$ cat src/rtl/date_ctrl_pkg.sv
// Shared types and constants for the DD.MM.YYYY date controller.
// Optional build macro LEAP_YEAR_EN (see date_dim_lut) enables 29 Feb in leap years.
package date_ctrl_pkg;

    // Encodings seen on EDIT_FIELD
    localparam logic [1:0] FIELD_RUN   = 2'd0;
    localparam logic [1:0] FIELD_DAY   = 2'd1;
    localparam logic [1:0] FIELD_MONTH = 2'd2;
    localparam logic [1:0] FIELD_YEAR  = 2'd3;

    // State encoding equals the field encoding so EDIT_FIELD is the state itself
    typedef enum logic [1:0] {
        ST_RUN   = FIELD_RUN,
        ST_DAY   = FIELD_DAY,
        ST_MONTH = FIELD_MONTH,
        ST_YEAR  = FIELD_YEAR
    } state_t;

    // Reset date (year comes from the YEAR_MIN parameter)
    localparam logic [7:0] RST_DAY   = 8'h01;
    localparam logic [7:0] RST_MONTH = 8'h01;

    localparam logic [7:0] MONTH_JAN = 8'h01;
    localparam logic [7:0] MONTH_FEB = 8'h02;
    localparam logic [7:0] MONTH_DEC = 8'h12;

    // Days-in-month values, BCD
    localparam logic [7:0] DIM_28 = 8'h28;
    localparam logic [7:0] DIM_29 = 8'h29;
    localparam logic [7:0] DIM_30 = 8'h30;
    localparam logic [7:0] DIM_31 = 8'h31;

    // Two-digit BCD increment (caller handles range wrap)
    function automatic logic [7:0] bcd_inc8(input logic [7:0] v);
        logic [7:0] r;
        if (v[3:0] == 4'd9) r = {v[7:4] + 4'd1, 4'd0};
        else                r = {v[7:4], v[3:0] + 4'd1};
        return r;
    endfunction

    // Four-digit BCD increment with digit-by-digit carry
    function automatic logic [15:0] bcd_inc16(input logic [15:0] v);
        logic [15:0] r;
        logic        carry;
        r     = v;
        carry = 1'b1;
        for (int i = 0; i < 4; i++) begin
            if (carry) begin
                if (r[4*i +: 4] == 4'd9) begin
                    r[4*i +: 4] = 4'd0;
                end else begin
                    r[4*i +: 4] = r[4*i +: 4] + 4'd1;
                    carry       = 1'b0;
                end
            end
        end
        return r;
    endfunction

endpackage

$ cat src/rtl/date_dim_lut.sv
// Days-in-month lookup on BCD month/year, shared by the tick-advance and
// edit-clamp paths. With LEAP_YEAR_EN defined, February gets 29 days in
// leap years decided purely on BCD digits; otherwise February is 28 days.
module date_dim_lut
    import date_ctrl_pkg::*;
(
    input  logic [7:0]  month_i,
`ifdef LEAP_YEAR_EN
    input  logic [15:0] year_i,
`endif
    output logic [7:0]  dim_o
);

    logic leap;

`ifdef LEAP_YEAR_EN
    // A two-digit BCD number is a multiple of 4 when an even tens digit pairs
    // with ones 0/4/8, or an odd tens digit pairs with ones 2/6.
    function automatic logic bcd_div4(input logic [3:0] tens, input logic [3:0] ones);
        if (tens[0]) return (ones == 4'd2) || (ones == 4'd6);
        else         return (ones == 4'd0) || (ones == 4'd4) || (ones == 4'd8);
    endfunction

    // Century years (xx00) fall back to the century digits, so 2000 is leap
    assign leap = (year_i[7:0] != 8'h00) ? bcd_div4(year_i[7:4], year_i[3:0])
                                         : bcd_div4(year_i[15:12], year_i[11:8]);
`else
    assign leap = 1'b0;
`endif

    // Month length table
    always_comb begin
        dim_o = DIM_31;
        case (month_i)
            8'h04, 8'h06, 8'h09, 8'h11: dim_o = DIM_30;
            MONTH_FEB:                  dim_o = leap ? DIM_29 : DIM_28;
            default:                    dim_o = DIM_31;
        endcase
    end

endmodule

$ cat src/rtl/date_set_ctrl.sv
// Date holder and edit controller for an eight-digit DD.MM.YYYY BCD display.
// Advances on DAY_TICK in RUN; KEY_MODE cycles RUN/day/month/year edit and
// KEY_INC bumps the selected field. Optional macro LEAP_YEAR_EN.
module date_set_ctrl
    import date_ctrl_pkg::*;
#(
    parameter logic [15:0] YEAR_MIN  = 16'h1999,
    parameter logic [15:0] YEAR_MAX  = 16'h2030,
    parameter int          BLINK_DIV = 25_000_000
) (
    input  logic       CLOCK_50,
    input  logic       RESET,
    input  logic       KEY_MODE,
    input  logic       KEY_INC,
    input  logic       DAY_TICK,
    output logic [3:0] G10,
    output logic [3:0] G1,
    output logic [3:0] A10,
    output logic [3:0] A1,
    output logic [3:0] Y1000,
    output logic [3:0] Y100,
    output logic [3:0] Y10,
    output logic [3:0] Y1,
    output logic [1:0] EDIT_FIELD,
    output logic       BLINK_ON
);

    localparam int CNT_W = (BLINK_DIV > 1) ? $clog2(BLINK_DIV) : 1;

    state_t             state_q, state_d;
    logic [7:0]         day_q, day_d;
    logic [7:0]         mon_q, mon_d;
    logic [15:0]        year_q, year_d;
    logic               blink_q, blink_d;
    logic [CNT_W-1:0]   cnt_q, cnt_d;
    logic [2:0]         mode_sh_q, inc_sh_q;

    logic               mode_ev, inc_ev;
    logic [7:0]         day_inc, mon_nx, lut_month, dim;
    logic [15:0]        year_nx;

    // Bits [1:0] synchronise the key, bit 2 is the previous synchronised level
    assign mode_ev = mode_sh_q[1] & ~mode_sh_q[2];
    assign inc_ev  = inc_sh_q[1]  & ~inc_sh_q[2];

    assign day_inc = bcd_inc8(day_q);
    assign mon_nx  = (mon_q == MONTH_DEC) ? MONTH_JAN : bcd_inc8(mon_q);
    assign year_nx = (year_q == YEAR_MAX) ? YEAR_MIN : bcd_inc16(year_q);

    // The lookup sees the post-increment month/year while editing those
    // fields, so the clamp lands in the same cycle as the increment.
    assign lut_month = (state_q == ST_MONTH) ? mon_nx : mon_q;
`ifdef LEAP_YEAR_EN
    logic [15:0] lut_year;
    assign lut_year = (state_q == ST_YEAR) ? year_nx : year_q;
`endif

    date_dim_lut u_dim (
        .month_i (lut_month),
`ifdef LEAP_YEAR_EN
        .year_i  (lut_year),
`endif
        .dim_o   (dim)
    );

    // Key synchronisers and edge-detect history
    always_ff @(posedge CLOCK_50) begin
        if (RESET) begin
            mode_sh_q <= '0;
            inc_sh_q  <= '0;
        end else begin
            mode_sh_q <= {mode_sh_q[1:0], KEY_MODE};
            inc_sh_q  <= {inc_sh_q[1:0], KEY_INC};
        end
    end

    // State, date and blink registers
    always_ff @(posedge CLOCK_50) begin
        if (RESET) begin
            state_q <= ST_RUN;
            day_q   <= RST_DAY;
            mon_q   <= RST_MONTH;
            year_q  <= YEAR_MIN;
            blink_q <= 1'b0;
            cnt_q   <= '0;
        end else begin
            state_q <= state_d;
            day_q   <= day_d;
            mon_q   <= mon_d;
            year_q  <= year_d;
            blink_q <= blink_d;
            cnt_q   <= cnt_d;
        end
    end

    // Next-state: date update per mode, field sequencing, blink timing
    always_comb begin
        state_d = state_q;
        day_d   = day_q;
        mon_d   = mon_q;
        year_d  = year_q;
        blink_d = blink_q;
        cnt_d   = cnt_q;

        case (state_q)
            ST_RUN: begin
                if (DAY_TICK) begin
                    if (day_q < dim) begin
                        day_d = day_inc;
                    end else begin
                        day_d = RST_DAY;
                        mon_d = mon_nx;
                        if (mon_q == MONTH_DEC) year_d = year_nx;
                    end
                end
            end
            ST_DAY: begin
                if (inc_ev && !mode_ev) day_d = (day_q >= dim) ? RST_DAY : day_inc;
            end
            ST_MONTH: begin
                if (inc_ev && !mode_ev) begin
                    mon_d = mon_nx;
                    if (day_q > dim) day_d = dim;
                end
            end
            ST_YEAR: begin
                if (inc_ev && !mode_ev) begin
                    year_d = year_nx;
                    if (day_q > dim) day_d = dim;
                end
            end
            default: ;
        endcase

        if (mode_ev) begin
            case (state_q)
                ST_RUN:   state_d = ST_DAY;
                ST_DAY:   state_d = ST_MONTH;
                ST_MONTH: state_d = ST_YEAR;
                default:  state_d = ST_RUN;
            endcase
            cnt_d   = '0;
            blink_d = (state_q != ST_YEAR);
        end else if (state_q == ST_RUN) begin
            cnt_d   = '0;
            blink_d = 1'b0;
        end else if (cnt_q == CNT_W'(BLINK_DIV - 1)) begin
            cnt_d   = '0;
            blink_d = ~blink_q;
        end else begin
            cnt_d = cnt_q + CNT_W'(1);
        end
    end

    assign {G10, G1}             = day_q;
    assign {A10, A1}             = mon_q;
    assign {Y1000, Y100, Y10, Y1} = year_q;
    assign EDIT_FIELD            = state_q;
    assign BLINK_ON              = blink_q;

endmodule

$ cat config.mk
export PLATFORM = sky130hd
export DESIGN_NAME = date_set_ctrl
export DESIGN_NICKNAME = d
export VERILOG_FILES = /design/src/rtl/date_ctrl_pkg.sv /design/src/rtl/date_dim_lut.sv /design/src/rtl/date_set_ctrl.sv
export SDC_FILE = /design/constraint.sdc
export NUM_CORES = 1
export LEC_CHECK = 0
export CORE_AREA = 2 2 85 87
export DETAILED_ROUTE_END_ITERATION = 8
export DIE_AREA = 0 0 87 89
export GPL_TIMING_DRIVEN = 0
export PLACE_DENSITY = 0.8
export SETUP_SLACK_MARGIN = 0.3
export SLEW_MARGIN = 20
export SYNTH_ARGS = -nofsm -noshare
export SYNTH_HDL_FRONTEND = slang
export SYNTH_SLANG_ARGS = --single-unit
$ cat constraint.sdc
create_clock -name CLOCK_50 -period 7.1 [get_ports CLOCK_50]
set_input_delay 0.71 -clock CLOCK_50 [delete_from_list [all_inputs] [get_ports CLOCK_50]]
set_output_delay 0.71 -clock CLOCK_50 [all_outputs]
set_load 0.02 [all_outputs]
Yosys cells after proc, flatten, opt, wreduce, memory -nomap -nowiden

Index checks and enable logic that the tools add are counted.
Widths: inputs -> output; s select.

Register bits: 66
Input port bits: 5
Output and inout bits: 35
Word-level logic and storage cells: 101

Add/sub/neg operators: 9
Order comparisons: 3
Equality and inequality tests: 26
Muxes and demuxes: 38
Bitwise operators: 5
Reduce and logical (&&, ||, !) cells: 12

Operator list:

| cell                  | number |
|---|---|
| $mux 8                | 13 |
| $mux 16               | 5 |
| $add 4x1->4 const B   | 8 |
| $pmux 16 s2           | 1 |
| $mux 4                | 7 |
| $add 25x1->25 const B | 1 |
| $eq 25x25->1 const B  | 1 |
| $eq 4x4->1 const B    | 6 |
| $pmux 8 s3            | 1 |
| $eq 16x14->1 const B  | 1 |
| $eq 8x3->1 const B    | 2 |
| $eq 8x5->1 const B    | 2 |
| $pmux 8 s2            | 1 |
| $ne 2x2->1 const B    | 6 |
| $pmux 5 s2            | 1 |
| $eq 8x2->1 const B    | 1 |
| $eq 8x4->1 const B    | 1 |
| $ge 8x8->1            | 1 |
| $gt 8x8->1            | 1 |
| $lt 8x8->1            | 1 |
| $mux 1                | 8 |
| $reduce_and 4->1      | 2 |
| $reduce_or 4->1       | 2 |
| $ne 2x1->1 const B    | 3 |
| 12 further kinds      | 17 |

Logic depth before layout (Yosys ltp)

Gate-level depths: netlist of the first run.

Depth in word-level cells: 11
Depth in mapped cells: 17
Mapped depth without buffers: 15

Cells and area by module

A second synthesis of the first run with hierarchy kept.

Cell total of the unflattened synthesis: 475
Area, all modules: 3812.4 µm²

Modules (own cells, without submodules):

| module        | times used | cells an instance | area each (µm²) | seq. area each (µm²) |
|---|---|---|---|---|
| date_set_ctrl | 1          | 459               | 3703.6          | 1321.3 |
| date_dim_lut  | 1          | 16                | 108.9           | 0.0 |

Least setup slack after synthesis of the first run

Ideal clock, no wire load.

Path type: register to register
Start: register mon_q[4]
End: register mon_q[1]
Setup time: 0.117 ns
Arrival time: 3.700 ns
Required time: 6.983 ns
Setup slack: 3.282 ns
Stages on the path, launching flop included: 14
Buffers on the path: 0
Period minus slack after synthesis: 3.818 ns
Cells stage by stage: dfxtp_1 -> ha_1 -> or3b_4 -> nor4_4 -> a41oi_1 -> a32oi_1 -> nand4_1 -> ha_1 -> nand3_1 -> o22ai_1 -> o21ai_0 -> a21oi_1 -> o21ai_0 -> a32o_1

Longest elaborated chain between the ends: 10
Elaborated cells between the ends (all ways): 19
Those cells by class: add/sub (1); order compare (1); eq/ne (7); mux (8); reduce/logical (2)

RTL lines:

| element                            | line                 | text |
|---|---|---|
| from (decl)                        | date_set_ctrl.sv:32  | `logic [7:0] mon_q, mon_d;` |
| from (signal assigned)             | date_set_ctrl.sv:89  | `mon_q <= mon_d;` |
| $add 4x1->4                        | date_ctrl_pkg.sv:36  | `if (v[3:0] == 4'd9) r = {v[7:4] + 4'd1, 4'd0};` |
| $mux 8                             | date_ctrl_pkg.sv:36  |  |
| $mux 8                             | date_set_ctrl.sv:47  | `assign mon_nx = (mon_q == MONTH_DEC) ? MONTH_JAN : bcd_inc8(mon_q);` |
| $mux 8                             | date_set_ctrl.sv:52  | `assign lut_month = (state_q == ST_MONTH) ? mon_nx : mon_q;` |
| $eq 8x3->1 (tied with other cells) | date_dim_lut.sv:34   | `case (month_i)` |
| $reduce_or 4->1                    | date_dim_lut.sv:34   |  |
| $pmux 5 s2                         | date_dim_lut.sv:34   |  |
| $lt 8x8->1                         | date_set_ctrl.sv:108 | `if (day_q < dim) begin` |
| $ne 2x2->1 (no source line)        | n/a                  |  |
| $reduce_and 4->1 (no source line)  | n/a                  |  |

Several ways; a longest one is shown, not always the timed one. The select of a mux whose other input is x is not followed.
A chain may end at the register's enable or synchronous reset.

Final worst setup path of the first run

Start: register mon_q[3]
End: register mon_q[1]

Longest elaborated chain between the ends: 10
Elaborated cells between the ends (all ways): 20
Those cells by class: add/sub (1); order compare (1); eq/ne (8); mux (8); reduce/logical (2)

RTL lines:

| element                                          | line |
|---|---|
| $add 4x1->4 / $eq 4x4->1 (equally long branches) | date_ctrl_pkg.sv:37, date_ctrl_pkg.sv:36 |
| $mux 8                                           | date_ctrl_pkg.sv:36 |
| $mux 8                                           | date_set_ctrl.sv:47 |
| $mux 8                                           | date_set_ctrl.sv:52 |
| $eq 8x3->1 (tied with other cells)               | date_dim_lut.sv:34 |
| $reduce_or 4->1                                  | date_dim_lut.sv:34 |
| $pmux 5 s2                                       | date_dim_lut.sv:34 |
| $lt 8x8->1                                       | date_set_ctrl.sv:108 |
| $ne 2x2->1 (no source line)                      | n/a |
| $reduce_and 4->1 (no source line)                | n/a |

Several ways; a longest one is shown, not always the timed one. The select of a mux whose other input is x is not followed.

==> key figures, run 1 <==
Worst setup path
  – Crit Path Class: register to register
  – Cell family with most CP delay: compound AO/OA/AOI/OAI gates
  – Crit Path Max Fanout: 10
  – CP Buf/Inv Count: 2
  – Worst Path Arrival: 4.71 ns
  – Critical-path cell list: buf_2, nor4bb_1, clkbuf_1, and4_1, nand3_1, a32oi_1, nand4_1, ha_1, nand3_1, o22ai_1, o21ai_0, a21oi_1, o21ai_0, a32o_1
  – Critical path's largest stage delay: 0.69 ns
  – Setup crit end kind: register
  – CP Launch Type: register
  – Slowest CP cell: a21oi_1
  – WP data required: 7.33 ns

Routing
  – Routed vias/inst: 5.92
  – Final antenna-violating net count: 0
  – Vias: 3,439
  – Avg WL per Cell: 14.9 um
  – DR pass1 iterations: 5
  – DRC errors left: 0
  – DRT iter0 DRCs: 213
  – WL final: 8660 um

Timing
  – Crit share post-route: 0.631
  – Max-slew violations: 0
  – RSZ-0062 raised after global routing: false
  – Tmin final: 4.48 ns
  – Final setup margin: 2.62 ns
  – Final setup fails: 0
  – Worst Max-Slew Pin Slew: 0.797 ns
  – Final Hold Violating Endpoints: 0
  – FMAX: 223 MHz
  – Max-slew headroom: 0.469
  – Setup TNS Final: 0 ns
  – WHS: 0.444 ns
  – Worst Skew: 0.00998 ns

Yosys
  – Cell area after synthesis: 0.00371 sq mm
  – Asr flop ratio synth: 0
  – Syn_area_per_cell: 8.32 sq um
  – Synth warn: 0
  – Distinct cells, synth: 66
  – Post-synth EDFFs: 0
  – #FFs+latches synth: 66
  – Seq/Total Area, Yosys: 0.356
  – Synth Flop Type: dfxtp_1
  – Syn nets: 465
  – Gate Count Post-Synth: 446

Placed design
  – GP Congestion: 0.880
  – Port Buffers: 39
  – Dpl ws: 2.75 ns
  – Detail Placement HPWL: 5990 um

Die
  – Die W: 87 um
  – Area of the die: 0.00774 sq mm
  – Core Area: 0.00672 sq mm
  – Initial Util: 0.552
  – DIE HEIGHT: 89 um
  – IO Pins: 40
  – Rows: 30

Power and ir drop
  – Design Power: 0.000858 W
  – Int Power: 0.000625 W
  – Psw: 0.000234 W
  – Pleak: 1.63 nW
  – Worst vdd ir: 0.179 mV
  – Sequential Power Share: 0.458
  – Switching Share: 0.272
  – Power share of the combinational group: 0.135
  – Power Density: 194 mW/mm^2
  – Clock network fraction of design power: 0.407

Outcome
  – Run status: completed

Clock tree
  – Worst-path clk slew: 0.07 ns
  – CTS root buf: clkbuf_8
  – H-Tree Depth: 3
  – Hold-fix buffers at CTS: 0
  – Total CTS buffers: 9
  – Clock sink count: 66
  – Clk buf depth: 2
  – CTS-repair resized insts: 0
  – # Post-CTS Setup Buffers: 0
  – TritonCTS clock tree: built
  – Clock Latency Late Sink: 0.34 ns

Global route
  – Number of global-route vias before repair: 3,247
  – Largest net degree at the start of global routing: 13
  – Gr usage total: 0.237
  – First-pass GRT wire length: 14,600 um
  – Initial antenna violation count: 0
  – GRT overflow: 0

Final layout
  – Share of layout cells above drive strength 1: 0.0739
  – Synth-to-Final Area Change: 19.1%
  – Final net count: 515
  – Layout Utilization: 0.658
  – Number of diodes: 0

Hold path
  – HP Class: register to register

Job
  – Max-cap violations: 0
==> worst reg2reg max path: cells and delay by family (launching register included) <==
family | cells | cell delay (ns)
adder cells (fa/ha/maj) | 1 | 0.41
flip-flops | 1 | 0.33
AO/OA/AOI/OAI | 6 | 1.98
buffers and inverters | 2 | 0.55
AND/OR/NAND/NOR | 5 | 1.09
==> through the flow <==
stage / instance area (sq um) / cells
after CTS: 4420 / 581
after detailed placement: 4200 / 565
after global routing: 4420 / 581
after floorplan: 3710 / 446
final: 4420 / 581
after global placement: 4200 / 565
==> power by group through the flow <==
stage | combinational [W] | sequential (W) | clock, W
after floorplan | 0.0000696 | 0.000408 | 0
after global placement | 0.000112 | 0.000401 | 0
after detailed placement | 0.000114 | 0.000401 | 0
after CTS | 0.000115 | 0.000393 | 0.000357
after global routing | 0.000127 | 0.000395 | 0.000371
final | 0.000116 | 0.000393 | 0.000350
==> layer usage <==
layer,part of all wire,up-vias,GRT usage
met5,0,-,0
met3,0.054,19,0.0674
met4,0.019,0,0.0881
met2,0.47,120,0.386
li1,-,1705,-
met1,0.45,1595,0.301
==> layout make-up <==
cell class	instances	area [sq um]
multi-input cells	337	2210
clock inverters	7	93.8
plain buffers	19	83.8
flip-flops and latches	66	1320
repair buffers	39	390
well taps	80	100
inverters	24	90.1
clock buffers	9	124
fillers	557	2300
==> path summary, 6_finish.rpt <==
path	start	end	slack, ns	cells past startpoint
min reg2reg	mode_sh_q[0]$_SDFF_PP0_	mode_sh_q[1]$_SDFF_PP0_	0.44	1
max reg2reg	mon_q[3]$_SDFFE_PP0P_	mon_q[1]$_SDFFE_PP0P_	2.62	14
min	mode_sh_q[0]$_SDFF_PP0_	mode_sh_q[1]$_SDFF_PP0_	0.44	1
max	mon_q[3]$_SDFFE_PP0P_	mon_q[1]$_SDFFE_PP0P_	2.62	14
==> registers in the layout, summed over array words and instances, names as in the netlist <==
| signal | flops |
|---|---|
| year_q | 16 |
| cnt_q | 25 |
| mode_sh_q | 3 |
| day_q | 8 |
| inc_sh_q | 3 |
| BLINK_ON | 1 |
| mon_q | 8 |
| EDIT_FIELD | 2 |
==> cells in the mapped netlist (all sizes together) (4+ instances only) <==
| cell type | number | area (sq um) |
|---|---|---|
| and4 | 6 | 52.6 |
| nor2b | 14 | 87.6 |
| mux2i | 5 | 50.1 |
| a211oi | 5 | 37.5 |
| or4 | 5 | 37.5 |
| o22ai | 4 | 25.0 |
| a21oi | 24 | 124 |
| nand3 | 21 | 105 |
| buf | 10 | 50.1 |
| nor3b | 8 | 60.1 |
| xnor2 | 13 | 114 |
| nor3 | 8 | 40.0 |
| ha | 14 | 175 |
| or3 | 4 | 25.0 |
| o21ai | 20 | 100 |
| clkbuf | 9 | 33.8 |
| dfxtp | 66 | 1320 |
| nand2b | 5 | 31.3 |
| nor2 | 57 | 214 |
| nand4 | 7 | 43.8 |
| and3 | 5 | 31.3 |
| nand2 | 27 | 101 |
| inv | 24 | 90.1 |
| xor2 | 18 | 158 |
| nor4 | 7 | 65.1 |
==> cells in the final DEF, fill, tap and decap left out, types with 8 or more instances in the layout <==
master / n
a21oi_1: 23
nand3_1: 21
xnor2_1: 13
nor3_1: 8
clkdlybuf4s50_1: 39
inv_1: 24
clkbuf_1: 9
nor3b_1: 8
xor2_1: 18
ha_1: 14
nor2b_1: 14
o21ai_0: 18
dfxtp_1: 66
nor2_1: 57
clkbuf_8: 9
nand2_1: 27
==> cell families (layout without fill, tap and decap cells) <==
| logic type | after synthesis | after routing | share of synthesized area |
|---|---|---|---|
| buffers and inverters | 43 | 98 | 0.0469 |
| AO/OA/AOI/OAI | 93 | 93 | 0.175 |
| flip-flops | 66 | 66 | 0.356 |
| AND/OR/NAND/NOR | 194 | 194 | 0.288 |
| XOR/XNOR | 31 | 31 | 0.0732 |
| adder cells (fa/ha/maj) | 14 | 14 | 0.0472 |
| multiplexers | 5 | 5 | 0.0135 |
Note: power is estimated with default switching activity, not from simulation.
==> run 2: changes to the inputs <==
==> constraint.sdc (replaced) <==
create_clock -name CLOCK_50 -period 4.7 [get_ports CLOCK_50]
set_input_delay 0.47 -clock CLOCK_50 [delete_from_list [all_inputs] [get_ports CLOCK_50]]
set_output_delay 0.47 -clock CLOCK_50 [all_outputs]
set_load 0.02 [all_outputs]
==> run 2 against run 1 <==
- core utilization is 0.30 points higher
- fmax is 8.5% higher
- final cell count stayed put
- power is 51% higher
- via count is 0.67% higher
- critical endpoint is now year_q[3]$_SDFFE_PP1P_
- largest cell class unchanged
- hold slack hardly changed
- die area stayed put
- clock skew hardly changed
- worst setup slack worse by 2.1 ns
- highest routed layer unchanged
- critical path type unchanged
- count of clock-buffer cells in the layout stayed put
==> key figures, run 2 (synthesized netlist as in run 1, its figures left out) <==
Final layout
  – Final net count: 515
  – Final Non-Filler Cells: 581
  – Commonest non-fill, non-tap cells in the layout: dfxtp_1, nor2_1, clkdlybuf4s50_1, nand2_1, inv_1
  – Number of diodes: 0
  – Commonest non-fill, non-tap cell in the layout: dfxtp_1
  – Share of layout cells above drive strength 1: 0.0778
  – Largest register FFs: 25
  – Most flop-heavy register: cnt_q
  – Synth-to-Final Area Change: 19.6%
  – Largest registers: cnt_q (25), year_q (16)

Timing
  – Setup TNS Final: 0 ns
  – Crit share post-route: 0.878
  – Tmin final: 4.13 ns
  – Final Hold Violating Endpoints: 0
  – Max-slew violations: 0
  – FMAX: 242 MHz
  – Final setup fails: 0
  – RSZ-0062 raised after global routing: false
  – Max-slew headroom: 0.505
  – Worst Skew: 0.0101 ns
  – Worst Max-Slew Pin Slew: 0.743 ns
  – Final setup margin: 0.573 ns

Worst setup path
  – Critical path's largest stage delay: 0.46 ns
  – Crit Path Max Fanout: 10
  – Critical-path cell list: ha_1, or3b_4, nor4_4, a41oi_1, a32oi_1, nand4_1, inv_1, ha_1, a21oi_1, o22ai_1, o211ai_4, a21o_1, buf_2, o21ai_1, a221o_1
  – Slowest CP cell: dfxtp_1
  – Crit Path Class: register to register
  – Worst Path Arrival: 4.36 ns
  – CP Buf/Inv Count: 2
  – WP data required: 4.93 ns
  – Setup crit end kind: register
  – CP most frequent cell: ha_1
  – Cell family with most CP delay: compound AO/OA/AOI/OAI gates
  – CP Launch Type: register

Routing
  – Routed vias/inst: 5.96
  – Vias: 3,462
  – Final antenna-violating net count: 0
  – DRC errors left: 0
  – DR pass1 iterations: 5
  – DRT iter0 DRCs: 208
  – WL final: 8720 um
  – Avg WL per Cell: 15.0 um

Clock tree
  – Clock sink count: 66
  – TritonCTS clock tree: built
  – Clk buf depth: 2
  – Hold-fix buffers at CTS: 0
  – Clock Latency Late Sink: 0.34 ns
  – H-Tree Depth: 3
  – Worst-path clk slew: 0.07 ns
  – CTS root buf: clkbuf_8
  – Total CTS buffers: 9

Hold path
  – HP Class: register to register

Die
  – IO Pins: 40
  – Initial Util: 0.552
  – DIE HEIGHT: 89 um
  – Area of the die: 0.00774 sq mm
  – Die W: 87 um
  – Rows: 30
  – Core Area: 0.00672 sq mm

Global route
  – Gr usage total: 0.237
  – Number of global-route vias before repair: 3,247
  – Largest net degree at the start of global routing: 13
  – GRT overflow: 0
  – First-pass GRT wire length: 14,600 um
  – Initial antenna violation count: 0

Placed design
  – Port Buffers: 39
  – GP Congestion: 0.880
  – Dpl cells: 565
  – Dpl ws: 0.354 ns
  – Detail Placement HPWL: 5990 um

Power and ir drop
  – Pleak: 1.63 nW
  – Power Density: 292 mW/mm^2
  – Worst vdd ir: 0.270 mV

Outcome
  – Run status: completed

Job
  – Max-cap violations: 0
==> run 2: cell counts in the layout (fill, tap and decap cells not counted) <==
No cell type changed its count.
==> run 2: worst reg2reg max path: stages (launching register included) <==
cell	delay (ns)
dfxtp_1	0.46
ha_1	0.18
or3b_4	0.39
nor4_4	0.39
a41oi_1	0.09
a32oi_1	0.28
nand4_1	0.28
inv_1	0.12
ha_1	0.26
a21oi_1	0.20
o22ai_1	0.19
o211ai_4	0.28
a21o_1	0.23
buf_2	0.23
o21ai_1	0.13
a221o_1	0.30
==> run 2: per-stage QoR <==
| stage | utilization | hold WS [ns] | power [W] | area, sq um |
|---|---|---|---|---|
| 2_1_floorplan | - | 0.414 | 0.000721 | 3710 |
| 3_3_place_gp | 0.625 | 0.425 | 0.000775 | 4200 |
| 3_5_place_dp | 0.625 | 0.427 | 0.000779 | 4200 |
| 4_1_cts | 0.658 | 0.444 | 0.00131 | 4420 |
| 5_1_grt | 0.661 | 0.461 | 0.00135 | 4440 |
| 6_report | 0.661 | 0.444 | 0.00130 | 4440 |
==> run 2: path summary, 6_finish.rpt <==
check / start / endpoint / slack (ns) / cells after the start
setup / recovery: mon_q[4]$_SDFFE_PP0P_ / year_q[3]$_SDFFE_PP1P_ / 0.57 / 15
hold / removal: mode_sh_q[0]$_SDFF_PP0_ / mode_sh_q[1]$_SDFF_PP0_ / 0.44 / 1
hold reg to reg: mode_sh_q[0]$_SDFF_PP0_ / mode_sh_q[1]$_SDFF_PP0_ / 0.44 / 1
setup reg to reg: mon_q[4]$_SDFFE_PP0P_ / year_q[3]$_SDFFE_PP1P_ / 0.57 / 15
==> run 2: final cells by class <==
type	count	area [sq um]
buffer	19	85.1
clock buffer	9	124
clock inverter	7	93.8
fill	557	2280
inverter	24	90.1
multi-input combinational	337	2230
sequential	66	1320
tap	80	100
timing repair buffer	39	390
==> run 2: layer usage <==
layer / global-route usage / vias up / wire, um
met5: 0 / - / 0
met4: 0.0881 / 0 / 177
met3: 0.0674 / 26 / 532
met1: 0.301 / 1601 / 3890
li1: - / 1706 / -
met2: 0.386 / 129 / 4110
==> run 2: repair_timing <==
| action | CTS | global route |
|---|---|---|
| gates resized for setup | 0 | 5 |
| endpoints found under the setup margin | 0 | 10 |
| setup buffers | 0 | 0 |
==> run 2: power by group <==
group | switching [W] | leakage, nW | internal (W) | total (W)
logic | 0.000104 | 0.992 | 0.0000738 | 0.000177
clock network | 0.000229 | 0.105 | 0.000297 | 0.000527
registers | 0.0000201 | 0.534 | 0.000573 | 0.000593
total | 0.000353 | 1.63 | 0.000944 | 0.00130
==> run 3: changes to the inputs <==
--- a/config.mk
+++ b/config.mk
@@ -5,12 +5,12 @@
 export SDC_FILE = /design/constraint.sdc
 export NUM_CORES = 1
 export LEC_CHECK = 0
-export CORE_AREA = 2 2 85 87
+export CORE_AREA = 2 2 125 127
 export DETAILED_ROUTE_END_ITERATION = 8
-export DIE_AREA = 0 0 87 89
+export DIE_AREA = 0 0 127 129
 export GPL_TIMING_DRIVEN = 0
-export PLACE_DENSITY = 0.8
-export SETUP_SLACK_MARGIN = 0.3
+export PLACE_DENSITY = 0.44
+export SETUP_SLACK_MARGIN = 0.05
 export SLEW_MARGIN = 20
 export SYNTH_ARGS = -nofsm -noshare
 export SYNTH_HDL_FRONTEND = slang
==> constraint.sdc (replaced) <==
create_clock -name CLOCK_50 -period 4 [get_ports CLOCK_50]
set_input_delay 0.4 -clock CLOCK_50 [delete_from_list [all_inputs] [get_ports CLOCK_50]]
set_output_delay 0.4 -clock CLOCK_50 [all_outputs]
set_load 0.02 [all_outputs]
==> run 3 against run 2 <==
- first-iteration DRC count shrank 27%
- final cell count is 19% higher
- sequential power increased by 18%
- worst setup slack worse by 0.32 ns
- non-clock buffer count rose by 5
- combinational power is 21% higher
- sequential share of layout area shrank 1.9 points
- critical path type unchanged
- largest cell class unchanged
- highest routed layer unchanged
==> key figures, run 3 (synthesized netlist as in run 1, its figures left out) <==
Outcome
  – Run status: completed

Timing
  – RSZ-0062 raised after global routing: true
  – Setup TNS Final: 0 ns
  – Final setup margin: 0.252 ns
  – Worst Max-Slew Pin Slew: 0.721 ns
  – Final setup fails: 0
  – Worst Skew: 0.00721 ns
  – Final Hold Violating Endpoints: 0
  – Max-slew violations: 0
  – Max-slew headroom: 0.516
  – Crit share post-route: 0.937
  – FMAX: 267 MHz
  – Tmin final: 3.75 ns

Routing
  – Met1 WL: 5170 um
  – Final antenna-violating net count: 0
  – Metal3 WL: 337 um
  – Routed vias/inst: 4.83
  – DRT iter0 DRCs: 151
  – Avg WL per Cell: 14.4 um
  – DRC errors left: 0
  – WL final: 10,000 um
  – Met2 wire length: 4330 um
  – DR pass1 iterations: 4
  – Top Layer Used: met4
  – Vias: 3,355

Global route
  – Largest net degree at the start of global routing: 13
  – Number of global-route vias before repair: 3,289
  – First-pass GRT wire length: 17,000 um
  – Gr usage total: 0.131
  – Initial antenna violation count: 0
  – GRT overflow: 0

Clock tree
  – Clk buf depth: 2
  – Clock Latency Late Sink: 0.34 ns
  – Clock sink count: 66
  – Hold-fix buffers at CTS: 0
  – H-Tree Depth: 3
  – Worst-path clk slew: 0.06 ns
  – CTS root buf: clkbuf_16
  – TritonCTS clock tree: built
  – Total CTS buffers: 9

Final layout
  – Commonest non-fill, non-tap cell in the layout: dfxtp_1
  – Synth-to-Final Area Change: 28.1%
  – Largest registers: cnt_q (25), year_q (16)
  – Fillers: 1,625
  – Number of diodes: 0
  – Final net count: 520
  – Most flop-heavy register: cnt_q
  – Commonest non-fill, non-tap cells in the layout: dfxtp_1, nor2_1, clkdlybuf4s50_1, nand2_1, inv_1
  – Largest register FFs: 25
  – Share of layout cells above drive strength 1: 0.107

Worst setup path
  – CP Launch Type: register
  – Setup crit end kind: register
  – Crit Path Class: register to register
  – Worst Path Arrival: 3.98 ns
  – CP Buf/Inv Count: 5
  – Cell family with most CP delay: compound AO/OA/AOI/OAI gates
  – Critical path's largest stage delay: 0.36 ns
  – WP data required: 4.23 ns
  – Slowest CP cell: or3_1
  – Path depth of the worst reg2reg path: 17
  – Critical-path cell list: clkbuf_4, nor4bb_2, buf_4, and4_1, or3_1, a32oi_2, nand4_1, buf_4, inv_1, ha_1, a21oi_2, o22ai_2, o211ai_4, a21o_1, buf_4, o21ai_1, a221o_1
  – Stages on worst setup path: 17
  – Crit Path Max Fanout: 10
  – CP most frequent cell: buf_4

Die
  – DIE HEIGHT: 129 um
  – Initial Util: 0.248
  – Core Area: 0.0150 sq mm
  – Area of the die: 0.0164 sq mm
  – Rows: 45
  – IO Pins: 40
  – Die W: 127 um

Hold path
  – Worst Hold Depth: 1
  – HP Class: register to register

Power and ir drop
  – Power Density: 365 mW/mm^2
  – Worst vdd ir: 0.189 mV
  – Pleak: 1.72 nW

Placed design
  – GP Congestion: 0.773
  – Port Buffers: 39
  – Dpl ws: -0.507 ns
  – Detail Placement HPWL: 7070 um

Job
  – Max-cap violations: 0
-- run 3: changes by cell type in the layout (fill, tap and decap cells not counted), sizes merged --
cell,change
clkinvlp,-1
inv,+1
bufinv,-1
buf,+4
clkbuf,+2
-- run 3: repair_timing --
item / 4_1_cts / 5_1_grt
gates resized for setup: 6 / 13
endpoints found under the setup margin: 28 / 32
setup buffers: 4 / 1
pin swaps: 3 / 2
-- run 3: final timing paths --
kind                                 from                 endpoint  slack (ns)
setup / recovery    mon_q[3]$_SDFFE_PP0P_   year_q[3]$_SDFFE_PP1P_        0.25
hold / removal    mode_sh_q[0]$_SDFF_PP0_  mode_sh_q[1]$_SDFF_PP0_        0.43
setup reg to reg    mon_q[3]$_SDFFE_PP0P_   year_q[3]$_SDFFE_PP1P_        0.25
hold reg to reg   mode_sh_q[0]$_SDFF_PP0_  mode_sh_q[1]$_SDFF_PP0_        0.43
-- run 3: layout make-up --
| cell class | instances | area (sq um) | area share |
|---|---|---|---|
| multi-input cells | 337 | 2280 | 0.479 |
| flip-flops and latches | 66 | 1320 | 0.278 |
| repair buffers | 44 | 428 | 0.0900 |
| clock buffers | 10 | 239 | 0.0503 |
| well taps | 188 | 235 | 0.0495 |
| plain buffers | 19 | 96.3 | 0.0203 |
| inverters | 24 | 90.1 | 0.0190 |
| clock inverters | 6 | 65.1 | 0.0137 |
-- run 3: per-layer routing --
metal | vias up | GRT usage
met5 | - | 0
met4 | 0 | 0.0530
met3 | 12 | 0.0328
met2 | 56 | 0.199
met1 | 1570 | 0.179
li1 | 1717 | -
-- run 3: stage by stage --
stage	hold slack [ns]	area (sq um)	std cells	utilization	total power, W
floorplan	0.414	3710	446	-	0.000847
global placement	0.427	4340	673	0.289	0.000922
detailed placement	0.424	4340	673	0.289	0.000922
CTS	0.432	4690	693	0.313	0.00175
global route	0.463	4750	694	0.317	0.00181
finish	0.430	4750	694	0.317	0.00173
-- run 3: power by group --
group / internal [W] / leakage (nW) / switching, W
combinational: 0.0000901 / 1.04 / 0.000125
sequential: 0.000674 / 0.535 / 0.0000251
clock: 0.000500 / 0.149 / 0.000318
total: 0.00126 / 1.72 / 0.000468
==> patch 1 (config.mk and constraints of run 3) <==
Change the parameter `YEAR_MIN` from 16'h1999 to 16'h1000.
--- a/src/rtl/date_set_ctrl.sv
+++ b/src/rtl/date_set_ctrl.sv
@@ -5,5 +5,5 @@
     import date_ctrl_pkg::*;
 #(
-    parameter logic [15:0] YEAR_MIN  = 16'h1999,
+    parameter logic [15:0] YEAR_MIN  = 16'h1000,
     parameter logic [15:0] YEAR_MAX  = 16'h2030,
     parameter int          BLINK_DIV = 25_000_000
Behaviour: not the same (Yosys sat finds a counterexample within 4 cycles, from zero or initial values and one cycle with RESET high).
==> patch 1 against run 3 <==
- first-iteration DRC count grew 21%
- design area is 0.29% higher
- power shrank 2.4%
- wire length rose by 3.3%
- setup slack improved by 0.037 ns
- critical path type unchanged
- synthesized area is 0.91% higher
- sequential cell count unchanged
- utilization is 0.092 points higher
- cell count increased by 0.58%
- worst hold slack improved by 0.0088 ns
==> patch 1: results (changes against run 3) <==
stage	metric	value	unit	change
run_status	outcome	finished clean		
grt	Total GRT Usage	12.8	%	-0.29 points
clock_network	worst skew pair latency	0.34	ns	about the same
clock_network	H-tree level count	3		unchanged
grt	first-pass GRT wire length	16.7	mm	-1.8%
setup_path	CP max stage delay	0.51	ns	+0.15 ns
yosys	post-synth cell types	63		-4.5%
clock_network	clk root buf	clkbuf_16		
timing	Max Clock Skew	0.00693	ns	-0.000280 ns
routing	Avg WL per Cell	14.8	um	+2.7%
placement	pre-CTS setup slack	-0.432	ns	+0.0757 ns
finish	Total Nets Final	524		+0.77%
grt	M2 GR Usage	20.8	%	+0.92 points
setup_path	Crit-path slowest cell	or4_1		
yosys	Commonest cells post-synth	66 x dfxtp_1, 45 x nor2_1, 25 x a21oi_1, 22 x nand2_1, 22 x xnor2_1		
routing	via count	3584		+6.8%
placement	port buffer count	39		unchanged
setup_path	CP max FO	10		unchanged
power	Peak supply drop	213	uV	+13%
routing	top sig layer	met4		
placement	Final HPWL DP	7.32	mm	+3.5%
yosys	ranking of synthesized cells by area	dfxtp_1 35%, xnor2_1 5.1%, ha_1 4.7%, nor2_1 4.5%, a21oi_1 3.3%		
hold_path	hold crit path type	register to register		
clock_network	cts bufs inserted	9		unchanged
finish	Largest regs	cnt_q (25), year_q (16)		
grt	pin count of the biggest net entering global routing	13		unchanged
timing	max_slew headroom	57.4	%	+5.8 points
grt	GRT met1 Usage	16.0	%	-1.9 points
grt	global-route track usage on met3	3.45	%	+0.17 points
routing	Pre-antenna DRT Iters	5		+1
finish	n_diodes	0		unchanged
setup_path	critical path's top delay family	compound AO/OA/AOI/OAI gates		
power	Combinational Power Share	8.2	%	-4.2 points
routing	met1 wire length	4.78	mm	-7.5%
routing	DR iter-0 viols	183		+21%
yosys	register area share after synthesis	35.3	%	-0.32 points
yosys	post-synthesis async set-or-reset flop share	0	%	unchanged
grt	initial antenna violation count	0		unchanged
finish	share of post-route cells with drive strength above 1	7.45	%	-3.2 points
placement	final RePlAce weighted congestion	0.798		+3.1%
power	sequential power	0.685	mW	-2%
routing	Met3 Wirelength	444	um	+32%
finish	fillers	1590		-2.2%
clock_network	CTS Buffer Depth	2		unchanged
setup_path	Worst EP arrival	3.98	ns	about the same
power	static leakage	1.53	nW	-11%
power	total net switching power	0.403	mW	-14%
grt	vias in the first global route	3283		-0.18%
clock_network	CTS clock-pin slew for the worst setup and hold paths	0.06	ns	about the same
routing	Met2 Routed Length	4.86	mm	+12%
yosys	syn_nets	471		+1.3%
yosys	total of warnings raised by yosys	0		unchanged
[patch 1: what timing repair did]
item                       in CTS  in global routing
pin swaps                       1                  0
setup endpoints to repair      26                 22
hold endpoints to repair        0                  0
hold buffers                    0                  0
resized for setup               3                  9
buffers inserted                1                  2
[patch 1: cell families (layout without fill, tap and decap cells)]
group / Yosys count / count (layout) / synth area share (%)
xor gates and xnor gates: 32 / 32 / 7.49
muxes: 3 / 3 / 0.836
and+or+nand+nor: 190 / 190 / 28.4
adders and majority gates: 14 / 14 / 4.68
DFF: 66 / 66 / 35.3
AOI/OAI and AO/OA: 106 / 106 / 18.7
buffers and inverters: 41 / 99 / 4.61
[patch 1: area by class of cell]
cell class                 instances  area (um^2)  share of cell area (%)
tap                              188          235                    4.93
timing repair buffer              42          413                    8.66
inverter                          19         71.3                    1.50
multi-input combinational        345         2290                    48.1
clock inverter                     6         90.1                    1.89
sequential                        66         1320                    27.7
buffer                            22          104                    2.18
clock buffer                      10          239                    5.01
[patch 1: path summary, 6_finish.rpt]
path,from,end,slack (ns),depth (start not counted)
worst max-delay path,mon_q[0],year_q[8],0.29,12
worst min-delay path,inc_sh_q[0],inc_sh_q[1],0.44,1
worst max register to register,mon_q[0],year_q[8],0.29,12
worst min register to register,inc_sh_q[0],inc_sh_q[1],0.44,1
[patch 1: stage by stage]
step / area [um^2] / instances / utilization, % / power, mW
finish: 4770 / 698 / 31.8 / 1.69
floorplan: 3740 / 452 / - / 0.780
CTS: 4720 / 696 / 31.5 / 1.72
global placement: 4370 / 679 / 29.2 / 0.831
detailed placement: 4370 / 679 / 29.2 / 0.831
global route: 4770 / 698 / 31.8 / 1.76
==> patch 2 (settings of run 3) <==
Made on the original files. Reset style: asynchronous (`RESET`), changed in 2 clocked blocks.
--- a/src/rtl/date_set_ctrl.sv
+++ b/src/rtl/date_set_ctrl.sv
@@ -65,5 +65,5 @@
 
     // Key synchronisers and edge-detect history
-    always_ff @(posedge CLOCK_50) begin
+    always_ff @(posedge CLOCK_50 or posedge RESET) begin
         if (RESET) begin
             mode_sh_q <= '0;
@@ -76,5 +76,5 @@
 
     // State, date and blink registers
-    always_ff @(posedge CLOCK_50) begin
+    always_ff @(posedge CLOCK_50 or posedge RESET) begin
         if (RESET) begin
             state_q <= ST_RUN;
Behaviour: differs if RESET is asserted again (counterexample within 4 cycles, from zero or initial values and one cycle with RESET high); with RESET held inactive, the same outputs for 4 cycles.
==> patch 2 against run 3 <==
- clock skew down 0.00095 ns
- setup slack improved by 0.062 ns
- critical endpoint is now day_q[2]
- wire length is 5.7% lower
- fmax rose by 1.7%
- synthesized area is 3.7% higher
- sequential cell count did not move
- die area unchanged
- design area grew 4.0%
Power is not compared: it rests on default switching activity, and its combinational part moved more than twofold at a synthesized area within 25%.
==> patch 2: results (changes against run 3) <==
stage	metric	value	unit	change
grt	first-pass GRT wire length	15.9	mm	-6.8%
placement	final RePlAce weighted congestion	0.810		+4.7%
setup_path	CP max stage delay	0.46	ns	+0.10 ns
grt	vias in the first global route	3071		-6.6%
finish	fillers	1547		-4.8%
hold_path	min-delay src	inc_sh_q[0]		
clock_network	CTS clock-pin slew for the worst setup and hold paths	0.06	ns	about the same
finish	Total Nets Final	482		-7.3%
yosys	syn_nets	430		-7.5%
yosys	register area share after synthesis	43.2	%	+7.6 points
setup_path	Crit-path slowest cell	a2111o_1		
clock_network	clk root buf	clkbuf_16		
yosys	post-synthesis async set-or-reset flop share	100	%	+100 points
routing	DR iter-0 viols	175		+16%
setup_path	worst r2r src	mon_q[3]		
timing	final hold vios	0		unchanged
grt	Total GRT Usage	12.0	%	-1.1 points
setup_path	Worst EP arrival	3.91	ns	-0.07 ns
placement	Final HPWL DP	6.72	mm	-4.9%
yosys	ranking of synthesized cells by area	dfrtp_1 37%, dfstp_2 6.1%, nor2_1 5.1%, ha_1 4.6%, xnor2_1 4.1%		
grt	pin count of the biggest net entering global routing	49		+36
timing	max_slew headroom	61.8	%	+10 points
yosys	most common flop cell mapped by yosys	dfrtp_1		
setup_path	CP max FO	10		unchanged
clock_network	CTS Buffer Depth	2		unchanged
routing	via count	3154		-6.0%
yosys	Commonest cells post-synth	57 x dfrtp_1, 52 x nor2_1, 27 x inv_1, 27 x nand2_1, 19 x nand3_1		
power	static leakage	1.98	nW	
yosys	post-synth cell types	64		-3.0%
yosys	number of synthesized flops with an enable pin	0		unchanged
setup_path	CP Launch Type	register		
clock_network	cts bufs inserted	9		unchanged
grt	initial antenna violation count	0		unchanged
routing	Avg WL per Cell	14.4	um	-0.21%
timing	Max Clock Skew	0.00626	ns	-0.000951 ns
placement	port buffer count	39		unchanged
run_status	outcome	finished clean		
finish	share of post-route cells with drive strength above 1	10.9	%	+0.23 points
## patch 2: cell count changes after synthesis, sizes merged, moves of 5 or more
| cell | change |
|---|---|
| dfxtp | -66 |
| xnor2 | +5 |
| dfrtp | +57 |
| nor2 | -5 |
| o31ai | +6 |
| dfstp | +9 |
| a21oi | -8 |
## patch 2: logic make-up (layout without fill, tap and decap cells)
| group | count (synthesis) | after routing | share of synthesized area, % |
|---|---|---|---|
| flops | 66 | 66 | 43.2 |
| xor+xnor | 34 | 34 | 7.74 |
| simple gates | 170 | 170 | 24.0 |
| compound gates | 85 | 85 | 15.6 |
| buf+inv | 39 | 96 | 4.13 |
| fa+ha+maj | 14 | 14 | 4.55 |
| mux | 3 | 3 | 0.781 |
## patch 2: layout make-up
cell class,count,share of cell area [%]
multi-input cells,306,42.0
flip-flops and latches,66,33.6
repair buffers,41,8.61
clock buffers,10,4.83
well taps,188,4.76
clock inverters,6,2.76
inverters,27,2.10
plain buffers,12,1.29
## patch 2: final timing paths
check	end	depth (start not counted)	slack [ns]
worst max-delay path	day_q[2]	12	0.31
worst min-delay path	inc_sh_q[1]	0	0.35
worst max register to register	day_q[2]	12	0.31
worst min register to register	inc_sh_q[1]	0	0.35
max in group asynchronous	year_q[0]	3	3.03
min in group asynchronous	year_q[10]	2	0.39
## patch 2: stage by stage
stage / setup WS, ns / power [mW] / hold slack (ns) / std cells / cell area (um^2)
after floorplan: 0.298 / 2.02 / 0.331 / 411 / 3850
after global placement: -0.313 / 2.52 / 0.342 / 638 / 4470
after detailed placement: -0.355 / 2.54 / 0.343 / 639 / 4500
after CTS: 0.0584 / 3.57 / 0.357 / 655 / 4890
after global routing: 0.117 / 3.83 / 0.367 / 656 / 4940
final: 0.314 / 3.58 / 0.353 / 656 / 4940
## patch 2: metal layers
metal | routed length [um] | GRT usage, %
met4 | 55 | 2.59
met2 | 4330 | 19.2
met5 | 0 | 0
met1 | 4700 | 16.2
met3 | 369 | 3.53
## patch 2: power groups by stage
stage	sequential, mW	clock (mW)	combinational, mW
finish	1.02	0.998	1.56
global route	1.05	1.05	1.73
CTS	1.02	1.03	1.53
detailed placement	1.03	0	1.51
global placement	1.03	0	1.50
floorplan	1.11	0	0.914
## patch 2: what timing repair did
action | CTS | global route
pin swaps | 0 | 2
setup buffers | 0 | 1
endpoints found under the setup margin | 31 | 27
resized for setup | 4 | 12
hold buffers | 0 | 0
